### config.mk
export PLATFORM = sky130hd
export DESIGN_NAME = muldiv_sequencer_flat
export DESIGN_NICKNAME = d
export VERILOG_FILES = /design/src/rtl/muldiv_sequencer_if.sv /design/src/rtl/muldiv_sequencer.sv /design/src/flat_wrapper.sv
export SDC_FILE = /design/constraint.sdc
export NUM_CORES = 1
export LEC_CHECK = 0
export CAP_MARGIN = 20
export CORE_ASPECT_RATIO = 0.8
export CORE_MARGIN = 5
export CORE_UTILIZATION = 55
export CTS_BUF_LIST = sky130_fd_sc_hd__clkbuf_4
export DETAILED_ROUTE_END_ITERATION = 8
export MAX_ROUTING_LAYER = met4
export PLACE_DENSITY = 0.86
export SLEW_MARGIN = 20
export SYNTH_ARGS = -nofsm -noshare
export SYNTH_HDL_FRONTEND = slang
export SYNTH_SLANG_ARGS = --single-unit
### constraint.sdc
create_clock -name clk -period 4.4 [get_ports clk]
set_clock_uncertainty 0.05 [all_clocks]
set_input_delay 1.32 -clock clk [delete_from_list [all_inputs] [get_ports clk]]
set_output_delay 1.32 -clock clk [all_outputs]
set_load 0.02 [all_outputs]
### src/rtl/muldiv_sequencer_if.sv
// ---------------------------------------------------------------------------
// muldiv_sequencer_if
// Handshake and operand/result bundle between the EX stage and the RV32M
// multiply/divide sequencer.
//   start  : EX stage presents a valid M-extension op
//   f3     : funct3 selecting MUL/MULH/MULHSU/MULHU/DIV/DIVU/REM/REMU
//   a, b   : rs1 / rs2 operands after forwarding
//   flush  : branch/jump flush, aborts an op in flight
//   stall  : freeze IF/ID/EX and bubble MEM
//   busy   : op in progress
//   done   : one-cycle pulse, result valid
//   result : final value, held until the next done
// master = pipeline side, slave = sequencer side.
// ---------------------------------------------------------------------------
interface muldiv_sequencer_if #(
    parameter int XLEN = 32
);
    logic            start;
    logic [2:0]      f3;
    logic [XLEN-1:0] a;
    logic [XLEN-1:0] b;
    logic            flush;
    logic            stall;
    logic            busy;
    logic            done;
    logic [XLEN-1:0] result;

    modport master (
        output start, f3, a, b, flush,
        input  stall, busy, done, result
    );

    modport slave (
        input  start, f3, a, b, flush,
        output stall, busy, done, result
    );
endinterface

### src/rtl/muldiv_sequencer.sv
// ---------------------------------------------------------------------------
// muldiv_sequencer
// Multi-cycle RV32M unit sitting beside the ALU in EX. Multiplies by
// shift-add over a 2*XLEN product register and divides by restoring
// shift-subtract, both on operand magnitudes; the sign is reapplied in FIX.
// Ports:
//   clk  : clock, rising edge
//   rst  : synchronous active-high reset
//   bus  : muldiv_sequencer_if slave (start/f3/a/b/flush in,
//          stall/busy/done/result out)
// ---------------------------------------------------------------------------
module muldiv_sequencer #(
    parameter int XLEN = 32
) (
    input  logic              clk,
    input  logic              rst,
    muldiv_sequencer_if.slave bus
);
    typedef enum logic [1:0] {IDLE, ITER, FIX, DONE} state_t;

    localparam int              CW      = $clog2(XLEN);
    localparam logic [CW-1:0]   LAST    = CW'(XLEN - 1);
    localparam logic [XLEN-1:0] MIN_NEG = {1'b1, {(XLEN-1){1'b0}}};

    function automatic logic [XLEN-1:0] neg_word(input logic [XLEN-1:0] v);
        return ~v + 1'b1;
    endfunction

    function automatic logic [2*XLEN-1:0] neg_dword(input logic [2*XLEN-1:0] v);
        return ~v + 1'b1;
    endfunction

    state_t            state, state_next;
    logic [2:0]        op;
    logic [CW-1:0]     count;
    logic [2*XLEN-1:0] prod;
    logic [XLEN-1:0]   mcand;
    logic [XLEN-1:0]   divisor;
    logic [XLEN-1:0]   rem_r;
    logic [XLEN-1:0]   quo_r;
    logic              q_neg;   // sign of product or quotient
    logic              r_neg;   // sign of remainder
    logic [XLEN-1:0]   result;

    // Decode of the op being offered this cycle
    logic signed [XLEN-1:0] a_s, b_s;
    logic            a_signed, b_signed, a_neg, b_neg;
    logic [XLEN-1:0] mag_a, mag_b;
    logic            is_div, b_zero, div_ovf, special, accept;

    assign a_s      = bus.a;
    assign b_s      = bus.b;
    assign a_signed = (bus.f3 == 3'b001) || (bus.f3 == 3'b010) ||
                      (bus.f3 == 3'b100) || (bus.f3 == 3'b110);
    assign b_signed = (bus.f3 == 3'b001) || (bus.f3 == 3'b100) ||
                      (bus.f3 == 3'b110);
    assign a_neg    = a_signed && (a_s < 0);
    assign b_neg    = b_signed && (b_s < 0);
    assign mag_a    = a_neg ? neg_word(bus.a) : bus.a;
    assign mag_b    = b_neg ? neg_word(bus.b) : bus.b;
    assign is_div   = bus.f3[2];
    assign b_zero   = (bus.b == '0);
    // Signed overflow: most-negative / -1
    assign div_ovf  = is_div && !bus.f3[0] && (bus.a == MIN_NEG) && (bus.b == '1);
    assign special  = is_div && (b_zero || div_ovf);
    assign accept   = (state == IDLE) && bus.start && !bus.flush;

    // One iteration step
    logic [XLEN:0] psum, shifted, diff;

    assign psum    = {1'b0, prod[2*XLEN-1:XLEN]} + (prod[0] ? {1'b0, mcand} : '0);
    assign shifted = {rem_r, quo_r[XLEN-1]};
    // diff[XLEN] set means the trial subtract went negative: restore
    assign diff    = shifted - {1'b0, divisor};

    // Sign fix-up and result selection
    logic [2*XLEN-1:0] prod_fix;
    logic [XLEN-1:0]   quo_fix, rem_fix, fix_val;

    assign prod_fix = q_neg ? neg_dword(prod) : prod;
    assign quo_fix  = q_neg ? neg_word(quo_r) : quo_r;
    assign rem_fix  = r_neg ? neg_word(rem_r) : rem_r;
    assign fix_val  = op[2] ? (op[1] ? rem_fix : quo_fix)
                            : ((op == 3'b000) ? prod_fix[XLEN-1:0]
                                              : prod_fix[2*XLEN-1:XLEN]);

    always_ff @(posedge clk) begin
        if (rst) state <= IDLE;
        else     state <= state_next;
    end

    logic stall, busy, done;

    always_comb begin
        state_next = state;
        stall      = 1'b0;
        busy       = 1'b0;
        done       = 1'b0;
        case (state)
            IDLE: begin
                if (accept) begin
                    stall      = 1'b1;
                    state_next = special ? FIX : ITER;
                end
            end
            ITER: begin
                stall = 1'b1;
                busy  = 1'b1;
                if (bus.flush)          state_next = IDLE;
                else if (count == LAST) state_next = FIX;
            end
            FIX: begin
                stall      = 1'b1;
                busy       = 1'b1;
                state_next = bus.flush ? IDLE : DONE;
            end
            DONE: begin
                // start still shows the finished instruction; not re-accepted
                done       = 1'b1;
                state_next = IDLE;
            end
            default: state_next = IDLE;
        endcase
    end

    always_ff @(posedge clk) begin
        if (rst) begin
            op      <= '0;
            count   <= '0;
            prod    <= '0;
            mcand   <= '0;
            divisor <= '0;
            rem_r   <= '0;
            quo_r   <= '0;
            q_neg   <= 1'b0;
            r_neg   <= 1'b0;
            result  <= '0;
        end else begin
            case (state)
                IDLE: begin
                    if (accept) begin
                        op      <= bus.f3;
                        count   <= '0;
                        prod    <= {{XLEN{1'b0}}, mag_a};
                        mcand   <= mag_b;
                        divisor <= mag_b;
                        quo_r   <= mag_a;
                        rem_r   <= '0;
                        q_neg   <= is_div ? ((a_neg ^ b_neg) && !b_zero) : (a_neg ^ b_neg);
                        r_neg   <= a_neg;
                        // Special divides load final values directly
                        if (is_div && b_zero) begin
                            quo_r <= '1;
                            rem_r <= bus.a;
                            q_neg <= 1'b0;
                            r_neg <= 1'b0;
                        end else if (div_ovf) begin
                            quo_r <= MIN_NEG;
                            rem_r <= '0;
                            q_neg <= 1'b0;
                            r_neg <= 1'b0;
                        end
                    end
                end
                ITER: begin
                    if (!bus.flush) begin
                        count <= count + CW'(1);
                        if (op[2]) begin
                            if (!diff[XLEN]) begin
                                rem_r <= diff[XLEN-1:0];
                                quo_r <= {quo_r[XLEN-2:0], 1'b1};
                            end else begin
                                rem_r <= shifted[XLEN-1:0];
                                quo_r <= {quo_r[XLEN-2:0], 1'b0};
                            end
                        end else begin
                            prod <= {psum, prod[XLEN-1:1]};
                        end
                    end
                end
                FIX: begin
                    if (!bus.flush) result <= fix_val;
                end
                default: ;
            endcase
        end
    end

    assign bus.stall  = stall;
    assign bus.busy   = busy;
    assign bus.done   = done;
    assign bus.result = result;
endmodule

### src/flat_wrapper.sv
// flat-port wrapper written by rule: the top's interface ports become plain ports
module muldiv_sequencer_flat 
#(
    parameter int XLEN = 32
)
  (clk, rst, bus_start, bus_f3, bus_a, bus_b, bus_flush, bus_stall, bus_busy, bus_done, bus_result);
  muldiv_sequencer_if #(.XLEN(XLEN)) bus_i ();
  input  logic clk;
  input  logic rst;
  input wire logic [$bits(bus_i.start)-1:0] bus_start;
  input wire logic [$bits(bus_i.f3)-1:0] bus_f3;
  input wire logic [$bits(bus_i.a)-1:0] bus_a;
  input wire logic [$bits(bus_i.b)-1:0] bus_b;
  input wire logic [$bits(bus_i.flush)-1:0] bus_flush;
  output wire logic [$bits(bus_i.stall)-1:0] bus_stall;
  output wire logic [$bits(bus_i.busy)-1:0] bus_busy;
  output wire logic [$bits(bus_i.done)-1:0] bus_done;
  output wire logic [$bits(bus_i.result)-1:0] bus_result;
  assign bus_i.start = bus_start;
  assign bus_i.f3 = bus_f3;
  assign bus_i.a = bus_a;
  assign bus_i.b = bus_b;
  assign bus_i.flush = bus_flush;
  assign bus_stall = bus_i.stall;
  assign bus_busy = bus_i.busy;
  assign bus_done = bus_i.done;
  assign bus_result = bus_i.result;
  muldiv_sequencer #(.XLEN(XLEN)) u_core (.clk(clk), .rst(rst), .bus(bus_i));
endmodule
# Word-level counts from Yosys, hierarchy flattened
# Cells that the tools add are included.
# word_totals
regBits,204
input_bits,71
output_inout_bits,35
# op_classes
add_sub_neg,8
n_lt_le_gt_ge,2
eq_ne,15
muxes,44
bitwise_logic,7
reduce_logical,30
# ops
operator,count
$mux 32,18
$mux 64,4
$add 32x1->32 const B,4
$not 32->32,4
$pmux 32 s2,2
$pmux 64 s2,1
$add 64x1->64 const B,1
$eq 32x32->1 const B,2
$lt 32x1->1 const B,2
$not 64->64,1
$add 32x33->33,1
$sub 33x32->33,1
$logic_not 32->1,1
$logic_and 1x1->1,10
$mux 2,5
$mux 5,2
$pmux 5 s2,1
$mux 1,9
$pmux 2 s4,1
$reduce_and 4->1,2
$eq 3x3->1 const B,2
$logic_or 1x1->1,6
$reduce_and 2->1,3
$add 5x1->5 const B,1
17 further kinds,22

# Logic depth before layout (Yosys ltp)
# Gate-level depths: netlist of run 1.
# depth
depth_word,10
mapped_depth,15

# Worst setup path after synthesis of run 1
# No wires, ideal clock.
# synth_timing
path_kind,input to register
start,input bus_b[8]
end,register u_core.quo_r[24]
arrival_time_ps,4052
t_required_ps,4285
path_slack_ps,233
cell_stages,12
n_path_buf,3
cell_sequence,or4_1 > or3_1 > or3_1 > clkbuf_1 > nor2_1 > and3_1 > clkbuf_1 > nor2_1 > clkbuf_1 > a221oi_1 > a21oi_1 > nor2_1
# synth_via
elab_chain_cells,6
elab_cells_between_ends,8
cone_classes,1 x eq/ne; 4 x mux; 3 x reduce/logical
# synth_lines
element,line,rtl
from (decl),flat_wrapper.sv:13,input wire logic [$bits(bus_i.b)-1:0] bus_b;
$eq 32x32->1,muldiv_sequencer.sv:64,assign div_ovf = is_div && !bus.f3[0] && (bus.a == MIN_NEG) && (bus.b == '1);
$logic_and 1x1->1,muldiv_sequencer.sv:64,
$mux 32,muldiv_sequencer.sv:157,end else if (div_ovf) begin
$mux 32 *,muldiv_sequencer.sv:152,if (is_div && b_zero) begin
$mux 32 *,muldiv_sequencer.sv:141,if (accept) begin
$pmux 32 s2 *,muldiv_sequencer.sv:139,case (state)
to (signal assigned),muldiv_sequencer.sv:147,quo_r <= mag_a;
to (signal assigned),muldiv_sequencer.sv:171,"quo_r <= {quo_r[XLEN-2:0], 1'b1};"
to (signal assigned),muldiv_sequencer.sv:174,"quo_r <= {quo_r[XLEN-2:0], 1'b0};"
to (decl),muldiv_sequencer.sv:40,logic [XLEN-1:0] quo_r;
# Mark *: on every way between the ends. The rest lies on a longest branch, timed or not. The select of a mux whose other input is x is not followed.
# A chain may end at the register's enable or synchronous reset.

# Final worst setup path of run 1
# layout_timing
start,input bus_flush
end,output bus_stall
# layout_via
elab_chain_cells,4
# layout_lines
element,line,rtl
from (decl),flat_wrapper.sv:14,input wire logic [$bits(bus_i.flush)-1:0] bus_flush;
$logic_not 1->1,muldiv_sequencer.sv:66,assign accept = (state == IDLE) && bus.start && !bus.flush;
$logic_and 1x1->1,muldiv_sequencer.sv:66,
$mux 1,muldiv_sequencer.sv:101,if (accept) begin
$pmux 1 s2,muldiv_sequencer.sv:99,case (state)
to (decl),flat_wrapper.sv:15,output wire logic [$bits(bus_i.stall)-1:0] bus_stall;
# No other way between the ends.

==> impl_metrics.yaml, run 1 <==
status:
  status: "finished, final reports clean"
pwr:
  p_sw_frac: 0.494
  p_leak_nw: 7.41
  peakVddDrop_mv: 0.535
  pwr-share-clk: 0.154
  seqPwrFrac: 0.228
  p_switching_mw: 5.77
  p_per_area_mw_per_mm2: 600
  share_comb_of_total_power: 0.617
  internal_power_mw: 5.91
critical_path:
  max_stage_delay_ns: 0.61
  cp_max_fo: 3
  cp.arrival_ns: 2.81
  critPathKind: "input pin to primary output"
  cp.required_ns: 3.03
  end_kind: "primary output"
  crit_path_cell_trace: "clkdlybuf4s50_1, nand2b_1, nor2_4, nor2_1, nor2_1, clkdlybuf4s50_1"
  critPathSlowestCell: "clkdlybuf4s50_1"
  path_buf_inv: 2
  critPathLaunchType: "input pin"
  cp_top_family: "buffers and inverters"
clock_network:
  postCtsHoldBufs: 0
  cts_setup_buffers: 0
  cts_root_buf: "clkbuf_4"
  clk_pin_slew_ns: 0.07
  cts_tree: "yes"
  numCtsBuffers: 57
  post_cts_resize_count: 0
  cts_num_sinks: 204
  htreeDepth: 2
  ctsLongestPathBuffers: 3
  insertion_delay_ns: 0.78
yosys:
  synthArstFlopShare: 0
  ys_seq_area_frac: 0.239
  ys.flop_type: "dfxtp_1"
  synth_enable_flop_cells: 0
  ys_ff_latch: 204
  syn-mean-instance-area_um2: 7.23
  ys.warnings.count: 0
  syn-num-nets: 2518
  syn-cell-area_mm2: 0.0171
  yosys.cell_types.count: 81
  syn_inst: 2369
die:
  initial_core_util: 0.561
  die_x_um: 207
  die_h_um: 168
  io_pins: 106
  rows: 57
  core_mm2: 0.0305
  die_area_mm2: 0.0348
finish:
  seqCellArea_mm2: 0.00409
  fill_cells: 2823
  layout_commonest_cell: "nand2_1"
  stdcell_area_mm2: 0.0195
  drive_gt1_frac: 0.0939
  nets: 2622
  area_growth_pct: 13.7
  final_cell_mix: "279 x nand2_1, 257 x nor2_1, 204 x a21oi_1, 202 x dfxtp_1, 161 x o21ai_0"
  multiInputGateArea_mm2: 0.0120
global_route:
  grt_max_degree: 178
  grt_pass1_wl_mm: 100
  first_global_vias: 17300
  grt_overflow: 0
  grt_usage: 0.367
  antenna_found_initial: 2
timing:
  finalSetupTns_ns: 0
  finalSetupViolCount: 0
  worstMarginPinSlew_ns: 1.01
  period_needed_ns: 4.18
  drv_slew: 0
  fmax_mhz: 239
  hold_viol_final: 0
  period_share: 0.951
  rsz0062_at_grt: "false"
  slew_headroom: 0.327
detailed_routing:
  num_vias: 19300
  vias_per_cell: 6.59
  wl_mm: 66.3
  dr.pass1.iters: 7
  wl_per_cell_um: 22.6
  drt_iter0_drc: 2515
  ant_nets: 0
  drc: 0
run:
  max_cap_violations: 0
placed_design:
  numPortBuffers: 105
  place.gp.congestion: 1.02
  postPlaceCellArea_mm2: 0.0188
  hpwl_mm: 49.8
worst_hold_path:
  hold_path_class: "register to register"
-- area by class of cell --
cell class | count | share of cell area
well taps | 413 | 0.0265
flip-flops and latches | 204 | 0.210
clock inverters | 17 | 0.00501
diodes | 2 | 0.000257
repair buffers | 203 | 0.0957
clock buffers | 81 | 0.0312
inverters | 77 | 0.0148
multi-input cells | 1930 | 0.616
-- sequential cells by signal, summed over array words and instances (netlist names) --
register / flops
u_core.r_neg: 1
u_core.prod: 64
u_core.rem_r: 32
u_core.state: 2
u_core.bus.result: 32
u_core.quo_r: 32
u_core.count: 5
u_core.divisor: 32
u_core.op: 3
u_core.q_neg: 1
-- cell usage after synthesis, types with 8 or more instances --
master | n | area share
or3_1 | 48 | 0.018
nand4_1 | 22 | 0.0080
o21ai_0 | 162 | 0.047
nor3_1 | 92 | 0.027
nand2_1 | 280 | 0.061
mux2i_1 | 16 | 0.0094
a31oi_1 | 18 | 0.0066
o31ai_1 | 43 | 0.019
nand3_1 | 48 | 0.014
clkbuf_8 | 9 | 0.0072
o311ai_0 | 9 | 0.0046
a22oi_1 | 15 | 0.0066
clkbuf_1 | 123 | 0.027
xnor2_1 | 120 | 0.061
o41ai_1 | 20 | 0.010
inv_1 | 77 | 0.017
o211ai_1 | 40 | 0.018
a211oi_1 | 52 | 0.023
xor2_1 | 76 | 0.039
ha_1 | 76 | 0.056
and3_1 | 15 | 0.0055
a221oi_1 | 40 | 0.020
o22ai_1 | 8 | 0.0029
buf_1 | 10 | 0.0022
a311oi_1 | 15 | 0.0077
nand2b_1 | 32 | 0.012
and2_1 | 12 | 0.0044
mux2_2 | 16 | 0.011
nor2b_1 | 12 | 0.0044
dfxtp_1 | 204 | 0.24
or4_1 | 14 | 0.0061
a21oi_1 | 205 | 0.060
o21a_1 | 15 | 0.0066
nor2_1 | 260 | 0.057
a21o_1 | 24 | 0.011
nor4_1 | 26 | 0.0095
or2_2 | 13 | 0.0048
-- layer usage --
| layer | vias to the layer above | wire [µm] | global-route usage |
|---|---|---|---|
| met5 | - | 0 | - |
| met4 | 0 | 2940 | 0.138 |
| met3 | 203 | 8200 | 0.0835 |
| met2 | 1251 | 28300 | 0.550 |
| met1 | 8972 | 26800 | 0.487 |
| li1 | 8864 | - | - |
-- worst register-to-register path, cell delays in order (launching register included) --
cell,delay [ns]
dfxtp_1,0.61
inv_1,0.29
buf_4,0.30
nor2_1,0.12
ha_1,0.30
a21o_1,0.21
a21o_1,0.18
a21oi_1,0.14
o31ai_1,0.16
a41o_1,0.32
o311ai_0,0.54
nand3_1,0.14
a31oi_1,0.25
xor2_1,0.17
o21ai_0,0.08
-- power by group through the flow --
stage	combinational, mW	sequential (mW)	clock (mW)
after floorplan	4.98	2.54	0
after global placement	6.81	2.66	0
after detailed placement	6.97	2.67	0
after CTS	7.01	2.63	1.81
after global routing	7.76	2.70	1.90
final	7.22	2.67	1.81
-- path summary, 6_finish.rpt --
check	startpoint	endpoint	slack, ns	depth (start not counted)
max	bus_flush	bus_stall	0.22	6
min	u_core.count[4]$_SDFFE_PP0P_	u_core.count[4]$_SDFFE_PP0P_	0.42	2
max reg2reg	u_core.prod[0]$_SDFFE_PP0P_	u_core.prod[56]$_SDFFE_PP0P_	0.36	14
min reg2reg	u_core.count[4]$_SDFFE_PP0P_	u_core.count[4]$_SDFFE_PP0P_	0.42	2
-- cell families after synthesis --
kind of cell,count (synthesis),share of synthesized area
simple gates,902,0.247
mux,32,0.0199
compound gates,722,0.273
xor+xnor,196,0.100
fa+ha+maj,78,0.0579
flops,204,0.239
buf+inv,235,0.0635
-- through the flow --
step           utilization  cells  hold slack (ns)  setup slack [ns]  power (mW)
6_report             0.638   2927            0.416             0.216        11.7
5_1_grt              0.638   2927            0.441             0.139        12.4
4_1_cts              0.637   2925            0.418             0.211        11.5
3_5_place_dp         0.614   2827            0.402           -0.0687        9.64
3_3_place_gp         0.614   2827            0.392          -0.00734        9.47
2_1_floorplan            -   2369            0.386             0.233        7.51
(Power assumes the default switching activity.)
==> inputs of run 2 (changes only) <==
--- a/config.mk
+++ b/config.mk
@@ -8,11 +8,11 @@
 export CAP_MARGIN = 20
 export CORE_ASPECT_RATIO = 0.8
 export CORE_MARGIN = 5
-export CORE_UTILIZATION = 55
+export CORE_UTILIZATION = 59
 export CTS_BUF_LIST = sky130_fd_sc_hd__clkbuf_4
 export DETAILED_ROUTE_END_ITERATION = 8
 export MAX_ROUTING_LAYER = met4
-export PLACE_DENSITY = 0.86
+export PLACE_DENSITY = 0.9
 export SLEW_MARGIN = 20
 export SYNTH_ARGS = -nofsm -noshare
 export SYNTH_HDL_FRONTEND = slang
==> run 2 against run 1 <==
Net effect:
- via count barely moved
- non-clock buffer count fell by 9
- global-route usage rose by 3.1 points
- clock-buffer cell count fell by 5
- critical path depth did not move
- worst setup slack improved by 0.039 ns
- core utilization rose by 4.3 points
- cell count fell by 1.8%
- critical path type unchanged
- largest cell class unchanged
==> impl_metrics.yaml, run 2 (synthesized netlist as in run 1, its figures left out) <==
die:
  die_h_um: 162
  io_pins: 106
  core_mm2: 0.0284
  rows: 55
  die_area_mm2: 0.0325
  initial_core_util: 0.602
  die_x_um: 200
timing:
  worstMarginPinSlew_ns: 1.15
  period_needed_ns: 4.14
  hold_viol_final: 0
  period_share: 0.942
  finalSetupViolCount: 0
  drv_slew: 0
  slew_headroom: 0.234
  rsz0062_at_grt: "false"
  finalSetupTns_ns: 0
  fmax_mhz: 241
  hold_ws_ns: 0.416
pwr:
  finalPower_mw: 11.8
  p_per_area_mw_per_mm2: 607
  peakVddDrop_mv: 0.559
  p_leak_nw: 7.37
global_route:
  first_global_vias: 17500
  grt_overflow: 0
  grt_usage: 0.398
  grt_pass1_wl_mm: 101
  antenna_found_initial: 1
  grt_max_degree: 100
run:
  max_cap_violations: 0
clock_network:
  numCtsBuffers: 53
  insertion_delay_ns: 0.76
  ctsLongestPathBuffers: 3
  htreeDepth: 2
  clk_pin_slew_ns: 0.07
  cts_num_sinks: 204
  cts_tree: "yes"
  post_cts_resize_count: 0
  cts_root_buf: "clkbuf_4"
  postCtsHoldBufs: 0
  cts_setup_buffers: 0
detailed_routing:
  dr.pass1.iters: 6
  wl_per_cell_um: 22.8
  num_vias: 19300
  vias_per_cell: 6.72
  wl_mm: 65.6
  ant_nets: 0
  drt_iter0_drc: 2712
  drc: 0
critical_path:
  cp.arrival_ns: 2.77
  critPathKind: "input pin to primary output"
  end_kind: "primary output"
  cp.required_ns: 3.03
  cp_max_fo: 3
  critPathLaunchType: "input pin"
finish:
  area_growth_pct: 13.0
  multiInputGateArea_mm2: 0.0120
  final_cells: 2873
  top_register: "u_core.prod"
  largest_register_ffs: 64
  final_cell_mix: "279 x nand2_1, 257 x nor2_1, 204 x a21oi_1, 202 x dfxtp_1, 161 x o21ai_0"
  drive_gt1_frac: 0.0896
  layout_commonest_cell: "nand2_1"
  fill_cells: 2563
  nets: 2609
  seqCellArea_mm2: 0.00409
worst_hold_path:
  hold_path_class: "register to register"
placed_design:
  hpwl_mm: 49.8
  numPortBuffers: 105
  place.gp.congestion: 1.05
  placedCellCount: 2775
status:
  status: "finished, final reports clean"
-- run 2: cell types whose count changed in the layout (fill, tap and decap cells not counted), sizes merged --
cell,delta
clkbuf,-5
buf,-9
bufinv,+2
diode,+1
-- run 2: final timing paths --
check,from,to,slack (ns),cells after the start
worst max register to register,u_core.divisor[3]$_SDFFE_PP0P_,u_core.rem_r[7]$_SDFFE_PP0P_,0.27,14
worst min-delay path,u_core.bus.result[19]$_SDFFE_PP0P_,u_core.bus.result[19]$_SDFFE_PP0P_,0.42,2
worst max-delay path,bus_flush,bus_stall,0.26,6
worst min register to register,u_core.bus.result[19]$_SDFFE_PP0P_,u_core.bus.result[19]$_SDFFE_PP0P_,0.42,2
-- run 2: critical path: stages --
cell,delay [ns]
clkdlybuf4s50_1,0.41
nand2b_1,0.21
nor2_4,0.10
nor2_1,0.04
nor2_1,0.08
clkdlybuf4s50_1,0.61
-- run 2: stage by stage --
stage / cell area, µm² / worst slack, ns / utilization
5_1_grt: 19300 / 0.109 / 0.680
4_1_cts: 19300 / 0.247 / 0.680
6_report: 19300 / 0.255 / 0.681
2_1_floorplan: 17100 / 0.233 / -
3_3_place_gp: 18600 / -0.00356 / 0.654
3_5_place_dp: 18600 / -0.00160 / 0.655
-- run 2: power breakdown --
part / leakage, nW / internal [mW] / switching (mW)
Combinational: 5.28 / 2.81 / 4.43
Clock: 0.423 / 0.970 / 0.861
Sequential: 1.66 / 2.18 / 0.494
-- run 2: layout make-up --
| type | instances | area share |
|---|---|---|
| antenna | 3 | 0.000388 |
| tap | 370 | 0.0239 |
| clock buffer | 76 | 0.0295 |
| multi-input combinational | 1930 | 0.620 |
| clock inverter | 19 | 0.00815 |
| timing repair buffer | 194 | 0.0915 |
| inverter | 77 | 0.0149 |
| sequential | 204 | 0.211 |
-- run 2: per-layer routing --
metal / vias up / share of wire / GRT usage / wire length [µm]
li1: 8833 / - / - / -
met1: 8915 / 0.41 / 0.533 / 26900
met2: 1308 / 0.42 / 0.574 / 27300
met3: 239 / 0.12 / 0.0936 / 8010
met4: 0 / 0.052 / 0.172 / 3430
met5: - / 0 / - / 0
==> inputs of run 3 (changes only) <==
--- a/config.mk
+++ b/config.mk
@@ -7,7 +7,7 @@
 export LEC_CHECK = 0
 export CAP_MARGIN = 20
 export CORE_ASPECT_RATIO = 0.8
-export CORE_MARGIN = 5
+export CORE_MARGIN = 8
 export CORE_UTILIZATION = 59
 export CTS_BUF_LIST = sky130_fd_sc_hd__clkbuf_4
 export DETAILED_ROUTE_END_ITERATION = 8
==> run 3 against run 2 <==
Net effect:
- die area is 6.8% higher
- final area is 0.29% lower
- routed wire length grew 2.6%
- sequential power about the same
- power is 0.95% lower
- worst setup slack got worse by 0.13 ns
- largest cell class unchanged
- largest power group unchanged
- sequential share of layout area increased by 0.062 points
- global-route usage decreased by 1.4 points
- sequential cell count stayed put
- non-clock buffer count down 1
==> impl_metrics.yaml, run 3 (synthesized netlist as in run 1, its figures left out) <==
finish:
  final_cell_mix: "279 x nand2_1, 257 x nor2_1, 204 x a21oi_1, 202 x dfxtp_1, 161 x o21ai_0"
  fill_cells: 2447
  nets: 2610
  multiInputGateArea_mm2: 0.0120
  stdcell_area_mm2: 0.0193
  top_register: "u_core.prod"
  largest_register_ffs: 64
  layout_commonest_cell: "nand2_1"
  drive_gt1_frac: 0.0892
  seqCellArea_mm2: 0.00409
  area_growth_pct: 12.7
pwr:
  p_sw_frac: 0.504
  peakVddDrop_mv: 0.421
  p_per_area_mw_per_mm2: 603
  pwr-share-clk: 0.153
  finalPower_mw: 11.6
  p_leak_nw: 7.35
  seqPwrFrac: 0.229
  share_comb_of_total_power: 0.618
  internal_power_mw: 5.78
  p_switching_mw: 5.86
critical_path:
  cp_top_family: "compound AO/OA/AOI/OAI gates"
  regToRegSetupSlack_ns: 0.13
  startpoint: "u_core.divisor[3]$_SDFFE_PP0P_"
  max_stage_delay_ns: 0.49
  rr_startpoint: "u_core.divisor[3]$_SDFFE_PP0P_"
  cp_max_fo: 27
  cp.arrival_ns: 4.87
  critPathLaunchType: "register"
  cp.required_ns: 5.00
  crit_path_cell_trace: "inv_1, ha_1, o211ai_1, a21oi_1, or4_1, a21oi_1, a2111oi_0, buf_4, or3_1, o211ai_4, buf_4, mux2i_1, a221oi_1, a211oi_1"
  critPathKind: "register to register"
  critPathSlowestCell: "or4_1"
  path_buf_inv: 3
  end_kind: "register"
timing:
  fmax_mhz: 234
  rsz0062_at_grt: "false"
  finalSetupViolCount: 0
  hold_viol_final: 0
  hold_ws_ns: 0.418
  slew_headroom: 0.300
  period_needed_ns: 4.27
  drv_slew: 0
  worstMarginPinSlew_ns: 1.05
  period_share: 0.971
detailed_routing:
  drt_iter0_drc: 2452
  ant_nets: 0
  wl_mm: 67.3
  drc: 0
  wl_per_cell_um: 23.4
  dr.pass1.iters: 6
  num_vias: 19500
  vias_per_cell: 6.79
clock_network:
  clk_pin_slew_ns: 0.07
  ctsLongestPathBuffers: 3
  cts_root_buf: "clkbuf_4"
  insertion_delay_ns: 0.76
  cts_setup_buffers: 0
  post_cts_resize_count: 0
  cts_num_sinks: 204
  htreeDepth: 2
  postCtsHoldBufs: 0
  numCtsBuffers: 55
  cts_tree: "yes"
die:
  initial_core_util: 0.602
  io_pins: 106
  die_x_um: 206
  die_h_um: 168
  core_mm2: 0.0284
  rows: 55
  die_area_mm2: 0.0348
global_route:
  grt_overflow: 0
  grt_pass1_wl_mm: 102
  grt_usage: 0.383
  antenna_found_initial: 1
  grt_max_degree: 99
  first_global_vias: 17800
run:
  max_cap_violations: 0
placed_design:
  numPortBuffers: 105
  postPlaceCellArea_mm2: 0.0186
  place.gp.congestion: 1.03
  hpwl_mm: 51.0
status:
  status: "finished, final reports clean"
worst_hold_path:
  min_from: "u_core.divisor[31]$_SDFFE_PP0P_"
  hold_path_class: "register to register"
[run 3: stage by stage]
step	setup TNS (ns)	std cells	util	worst slack (ns)
finish	0	2876	0.679	0.128
global route	0	2872	0.678	0.0537
CTS	0	2871	0.678	0.145
detailed placement	-1.02	2774	0.654	-0.0873
global placement	-0.0347	2774	0.654	-0.0325
floorplan	0	2369	-	0.233
[run 3: worst reg2reg max path: cells and delay by family (launching register included)]
family,cells,cell delay [ns]
DFF,1,0.32
AOI/OAI and AO/OA,7,1.54
muxes,1,0.22
adders and majority gates,1,0.36
buffers and inverters,3,0.80
and+or+nand+nor,2,0.88
[run 3: layout make-up]
class	instances	area share
diodes	5	0.000649
clock buffers	78	0.0304
clock inverters	19	0.00525
inverters	77	0.0150
multi-input cells	1930	0.622
flip-flops and latches	204	0.212
well taps	370	0.0240
repair buffers	193	0.0908
[run 3: worst paths after layout]
kind,to,cells past startpoint
worst max-delay path,u_core.rem_r[9]$_SDFFE_PP0P_,14
worst min-delay path,u_core.divisor[31]$_SDFFE_PP0P_,2
worst max register to register,u_core.rem_r[9]$_SDFFE_PP0P_,14
worst min register to register,u_core.divisor[31]$_SDFFE_PP0P_,2
[run 3: power by group through the flow]
stage,logic [mW],registers (mW),clock network (mW)
floorplan,4.98,2.54,0
global placement,6.72,2.66,0
detailed placement,6.86,2.67,0
CTS,6.93,2.63,1.79
global route,7.66,2.69,1.87
finish,7.19,2.66,1.78
[run 3: metal layers]
metal	vias to the layer above	wire (µm)	part of all wire	GRT usage
met2	1404	28500	0.42	0.560
li1	8837	-	-	-
met3	244	8720	0.13	0.0992
met4	0	3390	0.050	0.182
met1	9055	26800	0.40	0.488
met5	-	0	0	-
